File: config.mk
export PLATFORM = sky130hd
export DESIGN_NAME = wb_stream_master
export DESIGN_NICKNAME = d
export VERILOG_FILES = /design/src/rtl/wb_stream_master_pkg.sv /design/src/rtl/wb_stream_master.sv
export SDC_FILE = /design/constraint.sdc
export NUM_CORES = 1
export LEC_CHECK = 0
export CAP_MARGIN = 20
export CORE_MARGIN = 1.5
export CORE_UTILIZATION = 44
export DETAILED_ROUTE_END_ITERATION = 8
export MAX_ROUTING_LAYER = met4
export PLACE_DENSITY = 0.9
export SLEW_MARGIN = 20
export SYNTH_ARGS = -nofsm -noshare
export SYNTH_HDL_FRONTEND = slang
export SYNTH_SLANG_ARGS = --single-unit
File: constraint.sdc
create_clock -name clk -period 2.8 [get_ports clk]
set_input_delay 0.42 -clock clk [delete_from_list [all_inputs] [get_ports clk]]
set_output_delay 0.42 -clock clk [all_outputs]
set_load 0.03 [all_outputs]
File: src/rtl/wb_stream_master_pkg.sv
// Shared definitions for the stream-to-Wishbone burst master: FSM state
// encoding and the default bus geometry that sets the per-word address step.
package wb_stream_master_pkg;

  typedef enum logic [1:0] {
    S_IDLE    = 2'd0,
    S_WAIT_WR = 2'd1,
    S_BUS     = 2'd2,
    S_HOLD_RD = 2'd3
  } state_e;

  localparam int unsigned DEFAULT_DATA_WIDTH = 32;
  // Byte lanes per word; also the address increment applied after every ack.
  localparam int unsigned ADDR_INC           = DEFAULT_DATA_WIDTH / 8;

endpackage : wb_stream_master_pkg

File: src/rtl/wb_stream_master.sv
// Burst master: takes (addr, count, we) commands and moves words one at a time
// between valid/ready streams and a classic single-cycle Wishbone bus.
module wb_stream_master
  import wb_stream_master_pkg::*;
#(
  parameter int unsigned DATA_WIDTH   = DEFAULT_DATA_WIDTH,
  parameter int unsigned ADDR_WIDTH   = 32,
  parameter int unsigned SELECT_WIDTH = ADDR_INC,
  parameter int unsigned COUNT_WIDTH  = 16
) (
  input  logic                    clk,
  input  logic                    rst_n,
  input  logic                    cmd_valid,
  output logic                    cmd_ready,
  input  logic [ADDR_WIDTH-1:0]   cmd_addr,
  input  logic [COUNT_WIDTH-1:0]  cmd_count,
  input  logic                    cmd_we,
  input  logic [DATA_WIDTH-1:0]   wr_data,
  input  logic                    wr_valid,
  output logic                    wr_ready,
  output logic [DATA_WIDTH-1:0]   rd_data,
  output logic                    rd_valid,
  input  logic                    rd_ready,
  output logic                    busy,
  output logic [ADDR_WIDTH-1:0]   wb_adr_o,
  input  logic [DATA_WIDTH-1:0]   wb_dat_i,
  output logic [DATA_WIDTH-1:0]   wb_dat_o,
  output logic                    wb_we_o,
  output logic [SELECT_WIDTH-1:0] wb_sel_o,
  output logic                    wb_stb_o,
  input  logic                    wb_ack_i,
  output logic                    wb_cyc_o
);

  localparam logic [ADDR_WIDTH-1:0]  ADDR_STEP = ADDR_WIDTH'(SELECT_WIDTH);
  localparam logic [COUNT_WIDTH-1:0] ONE       = COUNT_WIDTH'(1);

  state_e                  state_q, state_d;
  logic [ADDR_WIDTH-1:0]   addr_q, addr_d;
  logic [COUNT_WIDTH-1:0]  count_q, count_d;
  logic [DATA_WIDTH-1:0]   rd_data_q, rd_data_d;
  logic [DATA_WIDTH-1:0]   dat_o_q, dat_o_d;
  logic                    we_q, we_d;
  logic                    stb_q, stb_d;
  logic                    busy_q, busy_d;
  logic                    cmd_ready_q, cmd_ready_d;
  logic                    wr_ready_q, wr_ready_d;
  logic                    rd_valid_q, rd_valid_d;

  always_comb begin
    // NOTE: every _d starts as its _q so paths that do not assign it hold state
    // instead of inferring a latch.
    state_d     = state_q;
    addr_d      = addr_q;
    count_d     = count_q;
    rd_data_d   = rd_data_q;
    dat_o_d     = dat_o_q;
    we_d        = we_q;
    stb_d       = stb_q;
    busy_d      = busy_q;
    cmd_ready_d = cmd_ready_q;
    wr_ready_d  = wr_ready_q;
    rd_valid_d  = rd_valid_q;

    unique case (state_q)
      S_IDLE: begin
        cmd_ready_d = 1'b1;
        if (cmd_valid && cmd_ready_q) begin
          addr_d  = cmd_addr;
          count_d = cmd_count;
          we_d    = cmd_we;
          // A zero-length command is consumed without ever leaving IDLE.
          if (cmd_count != '0) begin
            cmd_ready_d = 1'b0;
            busy_d      = 1'b1;
            if (cmd_we) begin
              state_d    = S_WAIT_WR;
              wr_ready_d = 1'b1;
            end else begin
              state_d = S_BUS;
              stb_d   = 1'b1;
            end
          end
        end
      end

      S_WAIT_WR: begin
        if (wr_valid && wr_ready_q) begin
          dat_o_d    = wr_data;
          wr_ready_d = 1'b0;
          stb_d      = 1'b1;
          state_d    = S_BUS;
        end
      end

      S_BUS: begin
        if (wb_ack_i) begin
          stb_d   = 1'b0;
          addr_d  = addr_q + ADDR_STEP;
          count_d = count_q - ONE;
          if (!we_q) begin
            rd_data_d  = wb_dat_i;
            rd_valid_d = 1'b1;
            state_d    = S_HOLD_RD;
          end else if (count_q == ONE) begin
            busy_d      = 1'b0;
            cmd_ready_d = 1'b1;
            state_d     = S_IDLE;
          end else begin
            wr_ready_d = 1'b1;
            state_d    = S_WAIT_WR;
          end
        end
      end

      S_HOLD_RD: begin
        if (rd_ready) begin
          rd_valid_d = 1'b0;
          if (count_q == '0) begin
            busy_d      = 1'b0;
            cmd_ready_d = 1'b1;
            state_d     = S_IDLE;
          end else begin
            stb_d   = 1'b1;
            state_d = S_BUS;
          end
        end
      end

      default: state_d = S_IDLE;
    endcase
  end

  // NOTE: sequential state uses non-blocking assignments so every flop samples
  // pre-edge values regardless of process ordering.
  // NOTE: datapath registers are reset too, so rd_data/wb_dat_o read as zero and
  // no stale burst state survives an abandoned transfer.
  always_ff @(posedge clk or negedge rst_n) begin
    if (!rst_n) begin
      state_q     <= S_IDLE;
      addr_q      <= '0;
      count_q     <= '0;
      rd_data_q   <= '0;
      dat_o_q     <= '0;
      we_q        <= 1'b0;
      stb_q       <= 1'b0;
      busy_q      <= 1'b0;
      cmd_ready_q <= 1'b0;
      wr_ready_q  <= 1'b0;
      rd_valid_q  <= 1'b0;
    end else begin
      state_q     <= state_d;
      addr_q      <= addr_d;
      count_q     <= count_d;
      rd_data_q   <= rd_data_d;
      dat_o_q     <= dat_o_d;
      we_q        <= we_d;
      stb_q       <= stb_d;
      busy_q      <= busy_d;
      cmd_ready_q <= cmd_ready_d;
      wr_ready_q  <= wr_ready_d;
      rd_valid_q  <= rd_valid_d;
    end
  end

  assign cmd_ready = cmd_ready_q;
  assign wr_ready  = wr_ready_q;
  assign rd_data   = rd_data_q;
  assign rd_valid  = rd_valid_q;
  assign busy      = busy_q;
  assign wb_adr_o  = addr_q;
  assign wb_dat_o  = dat_o_q;
  assign wb_we_o   = we_q;
  assign wb_sel_o  = {SELECT_WIDTH{1'b1}};
  assign wb_stb_o  = stb_q;
  assign wb_cyc_o  = stb_q;

endmodule : wb_stream_master

==> results_dict.tcl <==
set metrics [dict create \
    fin_setup_tns_ns 0 \
    path_clk_slew_ns 0.06 \
    htreeDepth 4 \
    end_kind "flip-flop" \
    viasPerCell 5.67 \
    clk_latency_ns 0.42 \
    cts_made_buffers 17 \
    hpwlAfterDp_um 12600 \
    dr.pass1.iters 5 \
    cts_root_buf "clkbuf_16" \
    grt_pass1_wl_um 27900 \
    avgRoutedWirePerCell_um 18.1 \
    rsz0062_at_grt "no" \
    ios 226 \
    p_total_w 0.00409 \
    drtIter0Drc 334 \
    grtUsageMet1_pct 32.5 \
    status "complete, no violations" \
    drive_above_1_share_pct 16.5 \
    r2r_end "count_q[15]" \
    cts.path.max_buffers 2 \
    core_area_mm2 0.0131 \
    reg2reg_slack_ns 0.62 \
    hold_violations 0 \
    busiest_layer "met2" \
    worst_clock_skew_ns 0.00746 \
    antenna_cells 0 \
    die_x_um 118 \
    ys_ff_latch 120 \
    ys_seq_area_share_pct 51.2 \
    fin_crit_ns 2.18 \
    antenna_found_initial 0 \
    ys_types 56 \
    path_class "flip-flop to flip-flop" \
    grt.met2_usage_pct 41.5 \
    power_density_mw_per_mm2 461 \
    vias 5471 \
    reg2reg_from "count_q[3]" \
    die_y_um 118 \
    post_dp_cell_area_mm2 0.00830 \
    drv_cap 0 \
    drcViolationCount 0 \
    cts_sinks 120 \
    ys.flop_type "dfrtp_1" \
    gp_congestion 0.905 \
    synth-async-reset-ratio_pct 100 \
    cp.required_ns 3.08 \
    syn_inst 558 \
    grt_start_max_net_pins 60 \
    cts_tree "built" \
    post-route-util_pct 67.5 \
    slew_headroom_pct 54.4 \
    cp_max_fo 10 \
    portBuffers 221 \
    peakVddDrop_mv 0.359 \
    cp_data_arrival_time_ns 2.46 \
    initial_utilization_pct 44.7 \
    syn_avg_cell_area_um2 10.5 \
    clock.fmax_ghz 0.458 \
    min_path_type "flip-flop to flip-flop" \
    syn_area_mm2 0.00587 \
    p_leak_nw 3.86 \
    worstSetupStartpointType "flip-flop" \
    cts_resized 0 \
    holdPathEnd "wb_adr_o[1]" \
    whs_path_depth 2 \
    pre_cts_ws_ns 0.448 \
    final-setup-viol-count 0 \
    synth_warnings 0 \
    ant_nets 0 \
    fin_ws_ns 0.618 \
    synth_edf_count 0 \
    final_area_mm2 0.00887 \
    grt.total_usage_pct 25.9 \
    rows 42 \
    grt_pass1_vias 5487 \
    drv_slew 0 \
    fp.dieArea_mm2 0.0140 \
    period_share_pct 77.9 \
    tightest_slew_ns 0.677 \
    use_met3_pct 5.55 \
    hp-start "wb_adr_o[1]" \
    layout.nets 902 \
    grt_overflow 0 \
    wl_um 17400 \
    worstRegToRegCells 5 \
    area_growth_pct 51.1 \
]
-- final cells by class --
cell class                      instances  area (um^2)
Timing Repair Buffer                  239         2370
Multi-Input combinational cell        396         2690
Clock inverter                         10          133
Inverter                                6         22.5
Sequential cell                       120         3000
Clock buffer                           18          429
Fill cell                            1020         4270
Tap cell                              176          220
-- per-stage QoR --
step	std cells	hold WS (ns)
3_3_place_gp	936	0.405
4_1_cts	965	0.487
5_1_grt	965	0.514
3_5_place_dp	936	0.414
6_report	965	0.487
2_1_floorplan	561	0.124
-- flip-flops by register name (all words and copies together) (netlist names) --
name       cells
rd_data       32
wb_adr_o      32
wb_dat_o      32
count_q       16
state_q        2
busy           1
cmd_ready      1
rd_valid       1
wb_cyc_o       1
wb_we_o        1
wr_ready       1
-- placed cells by master (no fill, tap or decap), drive strengths merged, types with 4 or more instances in the layout --
cell,n
or2,4
a21oi,54
mux2,65
conb,4
and3,8
nor4,14
a211oi,5
buf,18
mux2i,11
a31oi,6
and4,4
or4,5
inv,6
clkdlybuf4s50,220
o32ai,4
nand3,17
o22ai,28
nor3,17
dfrtp,120
clkinv,4
clkbuf,18
nand2,43
nand4,9
nor2,35
o21ai,19
-- where the power goes --
part	total, W	switching, W	internal [W]
Sequential	0.00174	0	0.00174
Clock	0.00212	0.000750	0.00137
Combinational	0.000232	0.0000779	0.000154
-- Yosys cell counts (2+ instances only) --
cell,n,share of area [%]
nor3_1,16,1.4
a21oi_1,54,4.6
nand3_1,17,1.4
and4_1,4,0.60
nor2_1,35,2.2
o21ai_0,19,1.6
and3b_1,2,0.30
and4bb_2,2,0.43
mux2i_1,11,1.9
o22a_1,2,0.30
o31ai_1,2,0.26
dfrtp_1,120,51
o21a_1,3,0.38
buf_2,4,0.34
mux2_2,65,12
inv_1,6,0.38
clkbuf_1,27,1.7
nand4_1,9,0.96
nor4_1,14,1.5
buf_4,5,0.64
a211oi_1,5,0.64
ha_1,3,0.64
o221a_2,2,0.38
a2bb2oi_1,2,0.30
o32ai_1,4,0.60
o21bai_1,2,0.26
a31o_2,3,0.45
and3_1,8,0.85
or2_2,4,0.43
a31oi_1,6,0.64
o22ai_1,28,3.0
a311oi_1,3,0.45
or4_4,4,0.77
a21o_1,3,0.38
nand2_1,43,2.7
-- cells by family after synthesis --
| kind of cell | Yosys count | synth area share [%] |
|---|---|---|
| other | 1 | 0.0639 |
| muxes | 76 | 14.3 |
| and+or+nand+nor | 167 | 14.9 |
| buffers and inverters | 45 | 3.43 |
| AOI/OAI and AO/OA | 146 | 15.5 |
| DFF | 120 | 51.2 |
| adders and majority gates | 3 | 0.640 |
-- what timing repair did --
item                      4_1_cts  5_1_grt
hold buffers                    1        0
buffers inserted                0        0
hold endpoints to repair       32        0
-- critical path, stage by stage (launching register included) --
cell	delay [ns]
dfrtp_1	0.47
or4_4	0.59
or4_4	0.57
nor3_2	0.14
mux2i_1	0.20
a21oi_1	0.08
-- per-layer routing --
metal,up-vias,wire length (um)
met5,-,0
met1,2661,7440
met4,0,396
met2,245,8580
li1,2534,-
met3,31,1020
-- worst max path at each step --
| stage | endpoint | start |
|---|---|---|
| 6_report | count_q[15] | count_q[3] |
| 5_1_grt | wb_adr_o[26] | wb_adr_o[2] |
| 4_1_cts | count_q[15] | count_q[2] |
| 3_5_place_dp | wb_cyc_o | cmd_count[6] |
| 3_3_place_gp | state_q[0] | cmd_count[14] |
| 2_1_floorplan | wb_adr_o[26] | wb_adr_o[2] |
Power figures use the tool's default switching activity.
